--- config.mk ---
export PLATFORM = sky130hd
export DESIGN_NAME = rf_wb_ctrl_flat
export DESIGN_NICKNAME = d
export VERILOG_FILES = /design/src/rtl/rf_wb_ctrl_if.sv /design/src/rtl/rf_wb_ctrl.sv /design/src/flat_wrapper.sv
export SDC_FILE = /design/constraint.sdc
export NUM_CORES = 1
export LEC_CHECK = 0
export ABC_AREA = 1
export ABC_CLOCK_PERIOD_IN_PS = 2360
export CORE_ASPECT_RATIO = 1.4
export CORE_UTILIZATION = 39
export DETAILED_ROUTE_END_ITERATION = 10
export PLACE_DENSITY = 0.87
export SLEW_MARGIN = 20
export SYNTH_ARGS = -nofsm -noshare
export SYNTH_HDL_FRONTEND = slang
export SYNTH_SLANG_ARGS = --single-unit
--- constraint.sdc ---
create_clock -name clk_i -period 2.36 [get_ports clk_i]
set_input_delay 0.708 -clock clk_i [delete_from_list [all_inputs] [get_ports clk_i]]
set_output_delay 0.708 -clock clk_i [all_outputs]
set_load 0.01 [all_outputs]
--- src/rtl/rf_wb_ctrl_if.sv ---
// Writeback bus between the three writeback sources and the RF write-port controller.
// RF_WB_STAT_EN adds the conflict_cnt statistics signal.
interface rf_wb_ctrl_if;
  logic        alu_req;
  logic [4:0]  alu_addr;
  logic [31:0] alu_data;
  logic        alu_gnt;
  logic        mem_req;
  logic [4:0]  mem_addr;
  logic [31:0] mem_data;
  logic        mem_gnt;
  logic        md_req;
  logic [4:0]  md_addr;
  logic [31:0] md_data;
  logic        md_gnt;
  logic [4:0]  rf_a3;
  logic [31:0] rf_wd;
  logic        rf_wr;
  logic        init_done;
`ifdef RF_WB_STAT_EN
  logic [15:0] conflict_cnt;
`endif

  modport master (
    output alu_req, alu_addr, alu_data, mem_req, mem_addr, mem_data,
           md_req, md_addr, md_data,
    input  alu_gnt, mem_gnt, md_gnt, rf_a3, rf_wd, rf_wr, init_done
`ifdef RF_WB_STAT_EN
    , input conflict_cnt
`endif
  );

  modport slave (
    input  alu_req, alu_addr, alu_data, mem_req, mem_addr, mem_data,
           md_req, md_addr, md_data,
    output alu_gnt, mem_gnt, md_gnt, rf_a3, rf_wd, rf_wr, init_done
`ifdef RF_WB_STAT_EN
    , output conflict_cnt
`endif
  );
endinterface

--- src/rtl/rf_wb_ctrl.sv ---
// Register-file write-port controller: writes $gp/$sp after reset, then arbitrates ALU/load/mul-div.
// Optional RF_WB_STAT_EN adds a saturating multi-request conflict counter.
module rf_wb_ctrl #(
  parameter logic [31:0] GP_INIT    = 32'h00001800,
  parameter logic [31:0] SP_INIT    = 32'h00002ffe,
  parameter int unsigned STARVE_MAX = 4
) (
  input logic        clk_i,
  input logic        rst_ni,
  rf_wb_ctrl_if.slave bus
);
  typedef enum logic [1:0] {
    ST_INIT_GP = 2'd0,
    ST_INIT_SP = 2'd1,
    ST_RUN     = 2'd2
  } state_e;

  localparam logic [3:0] STARVE_LIM = 4'(STARVE_MAX);
  localparam logic [3:0] STARVE_SAT = 4'd15;

  state_e      state_q, state_d;
  logic [3:0]  starve_q, starve_d;
  logic [4:0]  rf_a3_q, rf_a3_d;
  logic [31:0] rf_wd_q, rf_wd_d;
  logic        rf_wr_q, rf_wr_d;
  logic        init_done_q, init_done_d;
  logic        alu_gnt_s, mem_gnt_s, md_gnt_s, md_prio_s, xfer_s;
  logic [4:0]  win_addr_s;
  logic [31:0] win_data_s;

  // Grant arbitration: mem > alu > md unless md has been starved long enough.
  always_comb begin
    alu_gnt_s  = 1'b0;
    mem_gnt_s  = 1'b0;
    md_gnt_s   = 1'b0;
    md_prio_s  = bus.md_req && (starve_q >= STARVE_LIM);
    if (state_q == ST_RUN) begin
      if (md_prio_s) begin
        md_gnt_s = 1'b1;
      end else if (bus.mem_req) begin
        mem_gnt_s = 1'b1;
      end else if (bus.alu_req) begin
        alu_gnt_s = 1'b1;
      end else if (bus.md_req) begin
        md_gnt_s = 1'b1;
      end else begin
        md_gnt_s = 1'b0;
      end
    end else begin
      md_gnt_s = 1'b0;
    end
    xfer_s = alu_gnt_s | mem_gnt_s | md_gnt_s;
    if (mem_gnt_s) begin
      win_addr_s = bus.mem_addr;
      win_data_s = bus.mem_data;
    end else if (alu_gnt_s) begin
      win_addr_s = bus.alu_addr;
      win_data_s = bus.alu_data;
    end else begin
      win_addr_s = bus.md_addr;
      win_data_s = bus.md_data;
    end
  end

  // Next-state logic for the init sequence, RF write registers and starvation counter.
  always_comb begin
    state_d     = state_q;
    starve_d    = starve_q;
    rf_a3_d     = rf_a3_q;
    rf_wd_d     = rf_wd_q;
    rf_wr_d     = 1'b0;
    init_done_d = init_done_q;
    case (state_q)
      ST_INIT_GP: begin
        rf_wr_d = 1'b1;
        rf_a3_d = 5'd28;
        rf_wd_d = GP_INIT;
        state_d = ST_INIT_SP;
      end
      ST_INIT_SP: begin
        rf_wr_d     = 1'b1;
        rf_a3_d     = 5'd29;
        rf_wd_d     = SP_INIT;
        init_done_d = 1'b1;
        state_d     = ST_RUN;
      end
      ST_RUN: begin
        // r0 writes still complete the handshake and update a3/wd, only the enable is masked.
        if (xfer_s) begin
          rf_a3_d = win_addr_s;
          rf_wd_d = win_data_s;
          rf_wr_d = (win_addr_s != 5'd0);
        end else begin
          rf_wr_d = 1'b0;
        end
        if (!bus.md_req || md_gnt_s) begin
          starve_d = 4'd0;
        end else if (starve_q != STARVE_SAT) begin
          starve_d = starve_q + 4'd1;
        end else begin
          starve_d = starve_q;
        end
      end
      default: begin
        state_d = ST_INIT_GP;
      end
    endcase
  end

  // State and registered RF outputs.
  always_ff @(posedge clk_i or negedge rst_ni) begin
    if (!rst_ni) begin
      state_q     <= ST_INIT_GP;
      starve_q    <= 4'd0;
      rf_a3_q     <= 5'd0;
      rf_wd_q     <= 32'd0;
      rf_wr_q     <= 1'b0;
      init_done_q <= 1'b0;
    end else begin
      state_q     <= state_d;
      starve_q    <= starve_d;
      rf_a3_q     <= rf_a3_d;
      rf_wd_q     <= rf_wd_d;
      rf_wr_q     <= rf_wr_d;
      init_done_q <= init_done_d;
    end
  end

  assign bus.alu_gnt   = alu_gnt_s;
  assign bus.mem_gnt   = mem_gnt_s;
  assign bus.md_gnt    = md_gnt_s;
  assign bus.rf_a3     = rf_a3_q;
  assign bus.rf_wd     = rf_wd_q;
  assign bus.rf_wr     = rf_wr_q;
  assign bus.init_done = init_done_q;

`ifdef RF_WB_STAT_EN
  logic [15:0] conflict_q, conflict_d;
  logic [1:0]  nreq_s;

  // Count RUN cycles with two or more simultaneous requests, saturating.
  always_comb begin
    nreq_s = {1'b0, bus.alu_req} + {1'b0, bus.mem_req} + {1'b0, bus.md_req};
    if ((state_q == ST_RUN) && (nreq_s >= 2'd2) && (conflict_q != 16'hffff)) begin
      conflict_d = conflict_q + 16'd1;
    end else begin
      conflict_d = conflict_q;
    end
  end

  // Conflict counter register.
  always_ff @(posedge clk_i or negedge rst_ni) begin
    if (!rst_ni) begin
      conflict_q <= 16'd0;
    end else begin
      conflict_q <= conflict_d;
    end
  end

  assign bus.conflict_cnt = conflict_q;
`endif
endmodule

--- src/flat_wrapper.sv ---
// flat-port wrapper written by rule: the top's interface ports become plain ports
module rf_wb_ctrl_flat 
#(
  parameter logic [31:0] GP_INIT    = 32'h00001800,
  parameter logic [31:0] SP_INIT    = 32'h00002ffe,
  parameter int unsigned STARVE_MAX = 4
)
  (clk_i, rst_ni, bus_alu_req, bus_alu_addr, bus_alu_data, bus_mem_req, bus_mem_addr, bus_mem_data, bus_md_req, bus_md_addr, bus_md_data, bus_alu_gnt, bus_mem_gnt, bus_md_gnt, bus_rf_a3, bus_rf_wd, bus_rf_wr, bus_init_done);
  rf_wb_ctrl_if bus_i ();
  input logic clk_i;
  input logic rst_ni;
  input wire logic [$bits(bus_i.alu_req)-1:0] bus_alu_req;
  input wire logic [$bits(bus_i.alu_addr)-1:0] bus_alu_addr;
  input wire logic [$bits(bus_i.alu_data)-1:0] bus_alu_data;
  input wire logic [$bits(bus_i.mem_req)-1:0] bus_mem_req;
  input wire logic [$bits(bus_i.mem_addr)-1:0] bus_mem_addr;
  input wire logic [$bits(bus_i.mem_data)-1:0] bus_mem_data;
  input wire logic [$bits(bus_i.md_req)-1:0] bus_md_req;
  input wire logic [$bits(bus_i.md_addr)-1:0] bus_md_addr;
  input wire logic [$bits(bus_i.md_data)-1:0] bus_md_data;
  output wire logic [$bits(bus_i.alu_gnt)-1:0] bus_alu_gnt;
  output wire logic [$bits(bus_i.mem_gnt)-1:0] bus_mem_gnt;
  output wire logic [$bits(bus_i.md_gnt)-1:0] bus_md_gnt;
  output wire logic [$bits(bus_i.rf_a3)-1:0] bus_rf_a3;
  output wire logic [$bits(bus_i.rf_wd)-1:0] bus_rf_wd;
  output wire logic [$bits(bus_i.rf_wr)-1:0] bus_rf_wr;
  output wire logic [$bits(bus_i.init_done)-1:0] bus_init_done;
  assign bus_i.alu_req = bus_alu_req;
  assign bus_i.alu_addr = bus_alu_addr;
  assign bus_i.alu_data = bus_alu_data;
  assign bus_i.mem_req = bus_mem_req;
  assign bus_i.mem_addr = bus_mem_addr;
  assign bus_i.mem_data = bus_mem_data;
  assign bus_i.md_req = bus_md_req;
  assign bus_i.md_addr = bus_md_addr;
  assign bus_i.md_data = bus_md_data;
  assign bus_alu_gnt = bus_i.alu_gnt;
  assign bus_mem_gnt = bus_i.mem_gnt;
  assign bus_md_gnt = bus_i.md_gnt;
  assign bus_rf_a3 = bus_i.rf_a3;
  assign bus_rf_wd = bus_i.rf_wd;
  assign bus_rf_wr = bus_i.rf_wr;
  assign bus_init_done = bus_i.init_done;
  rf_wb_ctrl #(.GP_INIT(GP_INIT), .SP_INIT(SP_INIT), .STARVE_MAX(STARVE_MAX)) u_core (.clk_i(clk_i), .rst_ni(rst_ni), .bus(bus_i));
endmodule
==> Yosys cells after proc, flatten, opt, wreduce, memory -nomap -nowiden <==
Cells that the tools add are included.
{ "totals": {"reg_bits": 45, "output_inout_bits": 42} }
{ "classes": {"eq_ne": 4, "reduce_logical": 10, "addsub": 1, "n_lt_le_gt_ge": 1, "bitwise": 2, "muxes": 25} }
{ "op_table": {"columns": ["op", "n"], "rows": [
  ["two-way mux 32 bit", 3],
  ["one-hot mux 32 bit (3 select lines)", 1],
  ["two-way mux 5 bit", 3],
  ["one-hot mux 5 bit (3 select lines)", 1],
  ["two-way mux 1 bit", 13],
  ["two-way mux 4 bit", 2],
  ["one-hot mux 2 bit (3 select lines)", 1],
  ["nonzero test 5 bit", 1],
  ["adder 4 x 1 -> 4 bit, second input constant", 1],
  ["greater-or-equal comparator 4 x 3 -> 1 bit, second input constant", 1],
  ["inequality test 4 bit, second input constant", 1],
  ["AND reduction 2 bit", 2],
  ["nonzero test 3 bit", 1],
  ["== test 2 x 1 -> 1 bit, second input constant", 1],
  ["== test 2 bit, second input constant", 1],
  ["logical NOT 2 bit", 1],
  ["inequality test 2 x 1 -> 1 bit, second input constant", 1],
  ["bitwise OR 1 bit", 2],
  ["one-hot mux 1 bit (2 select lines)", 1],
  ["nonzero test 2 bit", 1],
  ["OR reduction 2 bit", 1],
  ["logical AND 1 bit", 1],
  ["logical NOT 1 bit", 1],
  ["logical OR 1 bit", 1]
]} }

==> Longest topological paths before layout <==
Gate-level depths: netlist (run 1).
{ "logic_depth": {"word_depth": 9, "depth_mapped": 13, "ltp_nobuf": 12} }

==> Worst setup path after synthesis (run 1) <==
No wires, ideal clock.
{ "synth_timing": {"kind": "input to output", "from": "input port bus_mem_req", "to": "output port bus_alu_gnt", "stages": 6, "arrival_ps": 1317, "setup_slack_ps": 335, "t_required_ps": 1652, "cell_sequence": "inv_1 nand2_1 nor2_4 nand2_2 inv_2 buf_2"} }
{ "synth_via": {"elab_chain_len": 3} }
{ "synth_lines": {"columns": ["item", "line", "source"], "rows": [
  ["start, declared", "flat_wrapper.sv:15", "input wire logic [$bits(bus_i.mem_req)-1:0] bus_mem_req;"],
  ["two-way mux 1 bit", "rf_wb_ctrl.sv:40", "end else if (bus.mem_req) begin"],
  ["two-way mux 1 bit", "rf_wb_ctrl.sv:38", "if (md_prio_s) begin"],
  ["two-way mux 1 bit", "rf_wb_ctrl.sv:37", "if (state_q == ST_RUN) begin"],
  ["end, declared", "flat_wrapper.sv:21", "output wire logic [$bits(bus_i.alu_gnt)-1:0] bus_alu_gnt;"]
]} }
Every way passes these cells.

==> Final worst setup path (run 1) <==
{ "layout_timing": {"from": "input port bus_alu_req", "to": "output port bus_md_gnt"} }
{ "layout_via": {"elab_chain_len": 4} }
{ "layout_lines": {"columns": ["item", "line", "source"], "rows": [
  ["start, declared", "flat_wrapper.sv:12", "input wire logic [$bits(bus_i.alu_req)-1:0] bus_alu_req;"],
  ["two-way mux 1 bit", "rf_wb_ctrl.sv:42", "end else if (bus.alu_req) begin"],
  ["two-way mux 1 bit", "rf_wb_ctrl.sv:40", null],
  ["two-way mux 1 bit", "rf_wb_ctrl.sv:38", null],
  ["two-way mux 1 bit", "rf_wb_ctrl.sv:37", null],
  ["end, declared", "flat_wrapper.sv:23", "output wire logic [$bits(bus_i.md_gnt)-1:0] bus_md_gnt;"]
]} }
Every way passes these cells.

==> qor.csv, run 1 <==
metric,value,unit
final worst-path cycle share,0.987,
number of filler instances in the final layout,556,
placed cell area,0.00453,mm2
hpwl dp,6.84,mm
transition time of the tightest slew-check pin,0.644,ns
Top Family by Delay on Critical Path,buffers and inverters,
power density of the placed cells,451,mW/mm2
worst-case headroom to the max-slew limit,0.570,
initial antenna violation count,0,
setup clock skew after layout,0.00879,ns
"Cell Chain, Critical Path",clkdlybuf4s50_1 -> inv_2 -> nand3_2 -> a21oi_2 -> buf_2,
min-delay worst type,in2async,
Post-DRT Antenna Nets,0,
area of all placed cells without fillers,0.00466,mm2
GRT Total Usage,0.240,
dominant cells by area after synthesis,"sky130_fd_sc_hd__dfrtp_1, sky130_fd_sc_hd__nand2_1, sky130_fd_sc_hd__nand3_1",
cts-stage hold buffer count,0,
"Arr. time, crit path",1.62,ns
worst reg2reg path depth,10,
startpoint types,primary input,
Avg Vias per Cell,4.91,
Antenna Cells,0,
count of input and output buffers,157,
reported max-cap violation count,0,
number of cell rows,35,
Syn. warnings,0,
Max Buffers Root-to-Sink,2,
endpoint type of the worst setup path,output pin,
critical path class,in2out,
Finish-stage setup viols,0,
final worst slack,0.0303,ns
critical path data required time,1.65,ns
top-area cell type share of the netlist area,0.408,
"Net Count, Synth",520,
insertion delay of the later-clocked pin in the worst-skew pair,0.29,ns
root buffer cell,sky130_fd_sc_hd__clkbuf_8,
initial standard-cell utilization of the core,0.412,
largest fanout on the critical path,3,
first-pass iteration count of the detailed router,4,
total number of nets in the final design,686,
Syn Area/Cell,6.91,um2
xor and xnor area share after synthesis,0,
Mapped Cells,399,
area share of and/or/nand/nor cells after synthesis,0.423,
die span in y,101,um
RD Place Congestion,0.809,
sequential share of the synthesized area,0.408,
slack of the worst reg-to-reg path,0.20,ns
worst vdd ir,0.262,mV
run status,finished clean,
clk slew on worst S/H paths,0.08,ns
area of the multi-input gates,0.00147,mm2
Setup Slack @ Placement,-0.455,ns
placeable core region,0.00670,mm2
die span in x,73.1,um
final period demand of the worst path,2.33,ns
I/O pin count,158,
layout cells sized above 1,0.111,
largest net degree at the start of global routing,71,
origin of the critical flop-to-flop path,u_core.state_q[0]$_DFFE_PN0P_,
wire length of the first global-routing pass,14.0,mm
count of final max-slew check failures,0,
post-detailed-route wirelength per cell,13.4,um
cell type with the largest total area after synthesis,sky130_fd_sc_hd__dfrtp_1,
# DRC,0,
fraction of the mapped netlist area in compound gates,0.0794,
full die area,0.00742,mm2
number of register bits inferred by synthesis,45,
FF+latch area,0.00113,mm2
global-route congestion overflow total,0,
adder-cell share of the synthesized area,0.0227,
clock tree from TritonCTS,yes,
WP buf/inv,3,
via count,3232,
maximum achievable frequency,429,MHz
RR Endpoint,u_core.bus.rf_wd[12]$_DFFE_PN0P_,
Max stage delay on crit path,0.42,ns
Syn Std Cell Area,0.00276,mm2
combinational family with the most area after synthesis,simple AND/OR/NAND/NOR gates,
distinct cell type count of the synthesized netlist,25,
leakage power figure,2.21,nW
clk sink count,45,
final routed wirelength across all metal layers,8.84,mm
growth of design area from synthesis to finish,68.9,%
H-tree depth,2,
initial detailed-routing violation count,144,
Final Hold Fails,0,
CP max stage cell,sky130_fd_sc_hd__clkdlybuf4s50_1,
via count of the first global-routing pass,3161,
multiplexer area fraction after synthesis,0,
number of clock buffers inserted by TritonCTS,5,
[per-layer routing]
metal / vias to the layer above / track usage / share of wire
li1: 1611 / - / -
met1: 1485 / 0.272 / 0.38
met2: 122 / 0.444 / 0.54
met3: 14 / 0.0517 / 0.063
met4: 0 / 0.0739 / 0.019
met5: - / 0 / 0
[cells in the mapped netlist]
cell type,instances
sky130_fd_sc_hd__a21oi_1,3
sky130_fd_sc_hd__a22o_1,1
sky130_fd_sc_hd__a31oi_1,1
sky130_fd_sc_hd__buf_1,4
sky130_fd_sc_hd__buf_2,9
sky130_fd_sc_hd__buf_4,1
sky130_fd_sc_hd__clkbuf_1,9
sky130_fd_sc_hd__dfrtp_1,45
sky130_fd_sc_hd__ha_1,5
sky130_fd_sc_hd__inv_1,20
sky130_fd_sc_hd__inv_2,2
sky130_fd_sc_hd__nand2_1,186
sky130_fd_sc_hd__nand2_2,1
sky130_fd_sc_hd__nand3_1,58
sky130_fd_sc_hd__nand3_2,1
sky130_fd_sc_hd__nand3b_1,2
sky130_fd_sc_hd__nand4_1,1
sky130_fd_sc_hd__nor2_1,8
sky130_fd_sc_hd__nor2_4,2
sky130_fd_sc_hd__o211ai_1,19
sky130_fd_sc_hd__o21ai_0,4
sky130_fd_sc_hd__o21ai_1,2
sky130_fd_sc_hd__o21ai_4,1
sky130_fd_sc_hd__or2_0,3
sky130_fd_sc_hd__or2_2,11
[worst max-delay path by stage]
| stage | cells past startpoint | endpoint | from |
|---|---|---|---|
| 3_3_place_gp | 4 | bus_md_gnt | bus_md_req |
| 6_report | 5 | bus_md_gnt | bus_alu_req |
| 5_1_grt | 5 | bus_md_gnt | bus_alu_req |
| 3_5_place_dp | 4 | bus_md_gnt | bus_md_req |
| 2_1_floorplan | 6 | bus_alu_gnt | bus_mem_req |
| 4_1_cts | 7 | bus_alu_gnt | bus_mem_req |
[kinds of logic after synthesis]
logic type                 count (synthesis)
DFF                                       45
adders and majority gates                  5
buffers and inverters                     45
and+or+nand+nor                          273
AOI/OAI and AO/OA                         31
[what timing repair did]
action | in CTS | in global routing
endpoints found under the setup margin | 3 | 4
pin swaps | 1 | 1
gates resized for setup | 18 | 4
buffers inserted | 0 | 2
[placed cells by master, fill, tap and decap left out, drive strengths merged]
cell and count:
inv 22, nor2 10, buf 29, o211ai 19, nand3b 2, nand4 1, nand3 59, a31oi 1
ha 5, a21oi 3, clkdlybuf4s50 151, dlymetal6s2s 1, clkbuf 7, dlygate4sd2 1, clkinv 1, nand2 187
o21ai 7, a22o 1, dfrtp 45, or2 14
[state kept, by name, indices dropped and copies added (netlist names)]
name / flops
u_core.state_q: 2
u_core.bus.rf_a3: 5
u_core.starve_q: 4
u_core.bus.rf_wd: 32
u_core.bus.init_done: 1
u_core.bus.rf_wr: 1
[per-stage QoR]
stage               total power, mW  utilization  hold slack [ns]  instances  setup TNS (ns)
finish                         2.10        0.695            0.391        658               0
global route                   2.22        0.695            0.430        658         -0.0201
CTS                            2.12        0.691            0.404        656               0
detailed placement             1.60        0.677            0.456        648           -5.93
global placement               1.58        0.677            0.459        648           -4.46
floorplan                      1.16            -            0.412        399               0
[layout make-up]
cell class              instances  area share
clock buffers                   7      0.0207
clock inverters                 1     0.00107
inverters                      22      0.0177
multi-input cells             309       0.316
flip-flops and latches         45       0.242
well taps                      92      0.0247
repair buffers                182       0.378
[report_power, final]
part | switching (mW) | internal, mW | total (mW)
clock | 0.247 | 0.265 | 0.512
sequential | 0.0433 | 0.849 | 0.892
combinational | 0.288 | 0.407 | 0.695
No activity file was read; power rests on OpenSTA's default activity.
==> run 2: changes to the inputs <==
Settings changed: MAX_ROUTING_LAYER set to met4, PLACE_DENSITY 0.87 to 0.84.
==> run 2 against run 1 <==
Effect of this change: global-route usage rose by 0.49 points; via count down 2.1%; cell area about the same; clock power barely moved; sequential share of layout area about the same; critical path depth unchanged; worst hold slack got worse by 0.021 ns; die area unchanged; largest power group unchanged.
==> qor.csv, run 2 (synthesis gave the netlist of run 1 again) <==
metric,value,unit
clk slew on worst S/H paths,0.08,ns
count of input and output buffers,157,
root buffer cell,sky130_fd_sc_hd__clkbuf_8,
endpoint type of the worst setup path,output pin,
Final Hold Fails,0,
die span in x,73.1,um
hpwl dp,6.52,mm
transition time of the tightest slew-check pin,0.650,ns
total number of nets in the final design,683,
worst vdd ir,0.324,mV
I/O pin count,158,
clk sink count,45,
full die area,0.00742,mm2
reported max-cap violation count,0,
maximum achievable frequency,432,MHz
final worst-path cycle share,0.980,
Antenna Cells,0,
first-pass iteration count of the detailed router,4,
number of clock buffers inserted by TritonCTS,5,
# DRC,0,
startpoint types,primary input,
die span in y,101,um
Finish-stage setup viols,0,
setup clock skew after layout,0.00367,ns
largest fanout on the critical path,3,
critical path data required time,1.65,ns
initial detailed-routing violation count,84,
critical path class,in2out,
final period demand of the worst path,2.31,ns
final cell count without fillers,655,
insertion delay of the later-clocked pin in the worst-skew pair,0.29,ns
min-delay worst type,in2async,
clock tree from TritonCTS,yes,
via count of the first global-routing pass,3115,
number of cell rows,35,
global-route congestion overflow total,0,
via count,3163,
"commonest non-fill, non-tap cells in the layout","sky130_fd_sc_hd__nand2_1, sky130_fd_sc_hd__clkdlybuf4s50_1, sky130_fd_sc_hd__nand3_1",
Post-DRT Antenna Nets,0,
count of final max-slew check failures,0,
placeable core region,0.00670,mm2
worst-case headroom to the max-slew limit,0.567,
layout cells sized above 1,0.103,
H-tree depth,2,
max reg flops,32,
number of setup buffers added after CTS,0,
cts-stage hold buffer count,0,
power density of the placed cells,449,mW/mm2
GRT Total Usage,0.245,
"Arr. time, crit path",1.60,ns
wire length of the first global-routing pass,13.8,mm
RD Place Congestion,0.846,
total power,2.09,mW
leakage power figure,2.20,nW
cell count after placement,647,
Post-Route Hold Slack,0.370,ns
post-detailed-route wirelength per cell,12.9,um
run status,finished clean,
"most common cell after layout, fill and taps aside",sky130_fd_sc_hd__nand2_1,
initial standard-cell utilization of the core,0.412,
Avg Vias per Cell,4.83,
growth of design area from synthesis to finish,68.8,%
largest net degree at the start of global routing,71,
initial antenna violation count,0,
final routed wirelength across all metal layers,8.46,mm
Max Buffers Root-to-Sink,2,
-- run 2: report_power, final --
group          leakage (nW)  internal, mW  switching, mW
clock network        0.0542         0.265          0.247
logic                  1.62         0.406          0.282
registers             0.526         0.848         0.0421
-- run 2: worst paths after layout --
path	to	depth (start not counted)	startpoint	slack, ns
min in group clk_i	u_core.bus.rf_wd[27]$_DFFE_PN0P_	2	u_core.bus.rf_wd[27]$_DFFE_PN0P_	0.48
hold reg to reg	u_core.bus.rf_wd[27]$_DFFE_PN0P_	2	u_core.bus.rf_wd[27]$_DFFE_PN0P_	0.48
hold / removal	u_core.bus.rf_wd[22]$_DFFE_PN0P_	1	rst_ni	0.37
setup / recovery	bus_md_gnt	5	bus_alu_req	0.05
setup reg to reg	u_core.bus.rf_wd[8]$_DFFE_PN0P_	10	u_core.state_q[0]$_DFFE_PN0P_	0.32
max in group asynchronous	u_core.bus.rf_wd[3]$_DFFE_PN0P_	2	rst_ni	1.48
-- run 2: critical path, stage by stage --
cell,delay (ns)
sky130_fd_sc_hd__clkdlybuf4s50_1,0.42
sky130_fd_sc_hd__inv_2,0.10
sky130_fd_sc_hd__nand3_2,0.07
sky130_fd_sc_hd__a21oi_2,0.16
sky130_fd_sc_hd__buf_2,0.15
-- run 2: per-layer routing --
| layer | track usage | share of wire | vias up |
|---|---|---|---|
| met5 | - | 0 | - |
| met4 | 0.0407 | 0.0060 | 0 |
| met3 | 0.0488 | 0.060 | 4 |
| met2 | 0.469 | 0.55 | 92 |
| met1 | 0.258 | 0.38 | 1453 |
| li1 | - | - | 1614 |
-- run 2: metrics by stage --
stage	instance area (um2)	util	worst slack (ns)	setup TNS, ns
6_report	4660	0.695	0.0477	0
5_1_grt	4660	0.695	-0.00482	-0.00482
4_1_cts	4650	0.693	0.0387	0
3_5_place_dp	4550	0.679	-0.476	-6.40
3_3_place_gp	4550	0.679	-0.468	-4.62
2_1_floorplan	2760	-	0.335	0
-- run 2: cell type report --
cell class	instances	area [um2]
inverter	22	82.6
sequential	45	1130
clock buffer	7	96.3
timing repair buffer	179	1760
tap	92	115
fill	564	2040
clock inverter	1	5.00
multi-input combinational	309	1470
-- run 2: timing repair --
action | CTS | global route
setup endpoints to repair | 3 | 3
gates cloned | 0 | 0
pin swaps | 1 | 2
resized for setup | 16 | 3
==> run 3: changes to the inputs <==
Settings changed: PLACE_DENSITY 0.84 to 0.9.
==> run 3 against run 2 <==
Effect of this change: cell count rose by 0.15%; power rose by 9.2%; global-route usage rose by 1.5 points; clock skew rose by 0.0088 ns; sequential share of layout area fell by 0.091 points; fmax rose by 2.2%; via count rose by 3.9%; non-clock buffer count rose by 1; highest routed layer unchanged.
==> qor.csv, run 3 (synthesis gave the netlist of run 1 again) <==
metric,value,unit
run status,finished clean,
transition time of the tightest slew-check pin,0.647,ns
final routed wirelength across all metal layers,9.15,mm
critical path data required time,1.65,ns
largest net degree at the start of global routing,71,
total number of nets in the final design,684,
critical path class,in2out,
total power,2.28,mW
clk slew on worst S/H paths,0.09,ns
min-delay worst type,in2async,
GRT Total Usage,0.260,
full die area,0.00742,mm2
initial standard-cell utilization of the core,0.412,
number of cell rows,35,
I/O pin count,158,
die span in x,73.1,um
setup clock skew after layout,0.0125,ns
count of input and output buffers,157,
insertion delay of the later-clocked pin in the worst-skew pair,0.31,ns
"commonest non-fill, non-tap cells in the layout","sky130_fd_sc_hd__nand2_1, sky130_fd_sc_hd__clkdlybuf4s50_1, sky130_fd_sc_hd__nand3_1",
first-pass iteration count of the detailed router,6,
worst vdd ir,0.389,mV
number of clock buffers inserted by TritonCTS,5,
via count,3286,
Avg Vias per Cell,5.01,
root buffer cell,sky130_fd_sc_hd__clkbuf_8,
worst reg2reg path depth,10,
max reg flops,32,
die span in y,101,um
RD Place Congestion,0.832,
area of all placed cells without fillers,0.00467,mm2
Final Hold Fails,0,
"Arr. time, crit path",1.55,ns
largest fanout on the critical path,4,
endpoint type of the worst setup path,output pin,
worst-case headroom to the max-slew limit,0.569,
placed cell area,0.00453,mm2
area of the multi-input gates,0.00147,mm2
leakage power figure,2.22,nW
post-detailed-route wirelength per cell,13.9,um
cts-stage hold buffer count,0,
RSZ-0062 raised after global routing,no,
layout cells sized above 1,0.105,
Post-DRT Antenna Nets,0,
final worst-path cycle share,0.959,
H-tree depth,2,
power density of the placed cells,488,mW/mm2
FF+latch area,0.00113,mm2
wire length of the first global-routing pass,14.4,mm
maximum achievable frequency,442,MHz
reported max-cap violation count,0,
Antenna Cells,0,
initial detailed-routing violation count,137,
# DRC,0,
startpoint types,primary input,
final standard cell utilization of the core,0.697,
final period demand of the worst path,2.26,ns
cell count after placement,647,
hpwl dp,6.97,mm
"most common cell after layout, fill and taps aside",sky130_fd_sc_hd__nand2_1,
Finish-stage setup viols,0,
via count of the first global-routing pass,3254,
number of filler instances in the final layout,534,
clock tree from TritonCTS,yes,
placeable core region,0.00670,mm2
initial antenna violation count,0,
final cell count without fillers,656,
count of final max-slew check failures,0,
growth of design area from synthesis to finish,69.5,%
Max Buffers Root-to-Sink,2,
clk sink count,45,
global-route congestion overflow total,0,
Post-Route Hold Slack,0.327,ns
==> run 3: changes by cell type in the layout (fill, tap and decap cells not counted), sizes merged <==
cell,change
clkdlybuf4s50,-1
bufinv,+2
dlymetal6s2s,+1
buf,+1
clkbuf,-2
==> run 3: critical path, cell delays in order <==
cell                              delay, ns
sky130_fd_sc_hd__dlygate4sd2_1         0.29
sky130_fd_sc_hd__o21ai_4               0.11
sky130_fd_sc_hd__nand3_2               0.13
sky130_fd_sc_hd__inv_1                 0.09
sky130_fd_sc_hd__clkdlybuf4s15_2       0.22
==> run 3: cell type report <==
class | count | share of cell area
clock inverters | 3 | 0.0139
flip-flops and latches | 45 | 0.241
clock buffers | 5 | 0.0147
multi-input cells | 309 | 0.315
well taps | 92 | 0.0246
repair buffers | 180 | 0.373
inverters | 22 | 0.0177
==> run 3: stage by stage <==
step | setup WS [ns] | setup TNS, ns
after floorplan | 0.335 | 0
after global placement | -0.439 | -5.10
final | 0.0975 | 0
after CTS | 0.0235 | 0
after detailed placement | -0.474 | -6.64
after global routing | 0.0426 | 0
==> run 3: path summary, 6_finish.rpt <==
kind | slack, ns | start | endpoint
setup / recovery | 0.1 | bus_md_req | bus_mem_gnt
hold / removal | 0.33 | rst_ni | u_core.bus.rf_wd[22]$_DFFE_PN0P_
setup reg to reg | 0.35 | u_core.state_q[0]$_DFFE_PN0P_ | u_core.bus.rf_wd[24]$_DFFE_PN0P_
hold reg to reg | 0.48 | u_core.bus.rf_wd[20]$_DFFE_PN0P_ | u_core.bus.rf_wd[20]$_DFFE_PN0P_
max in group asynchronous | 1.48 | rst_ni | u_core.bus.rf_wd[14]$_DFFE_PN0P_
min in group clk_i | 0.48 | u_core.bus.rf_wd[20]$_DFFE_PN0P_ | u_core.bus.rf_wd[20]$_DFFE_PN0P_
==> run 3: per-layer routing <==
layer / part of all wire / vias up / GRT usage / routed length (um)
li1: - / 1606 / - / -
met1: 0.38 / 1524 / 0.274 / 3460
met2: 0.53 / 126 / 0.463 / 4840
met3: 0.063 / 30 / 0.0577 / 573
met4: 0.030 / 0 / 0.103 / 274
met5: 0 / - / - / 0
==> run 3: power by group <==
group | total (mW) | internal, mW | switching [mW]
Combinational | 0.692 | 0.404 | 0.288
Sequential | 0.893 | 0.849 | 0.0448
Clock | 0.695 | 0.421 | 0.274
Total | 2.28 | 1.67 | 0.607
==> run 3: timing repair <==
item,in CTS,in global routing
buffers inserted,0,1
setup endpoints to repair,3,2
gates resized for setup,17,3
pin swaps,1,2
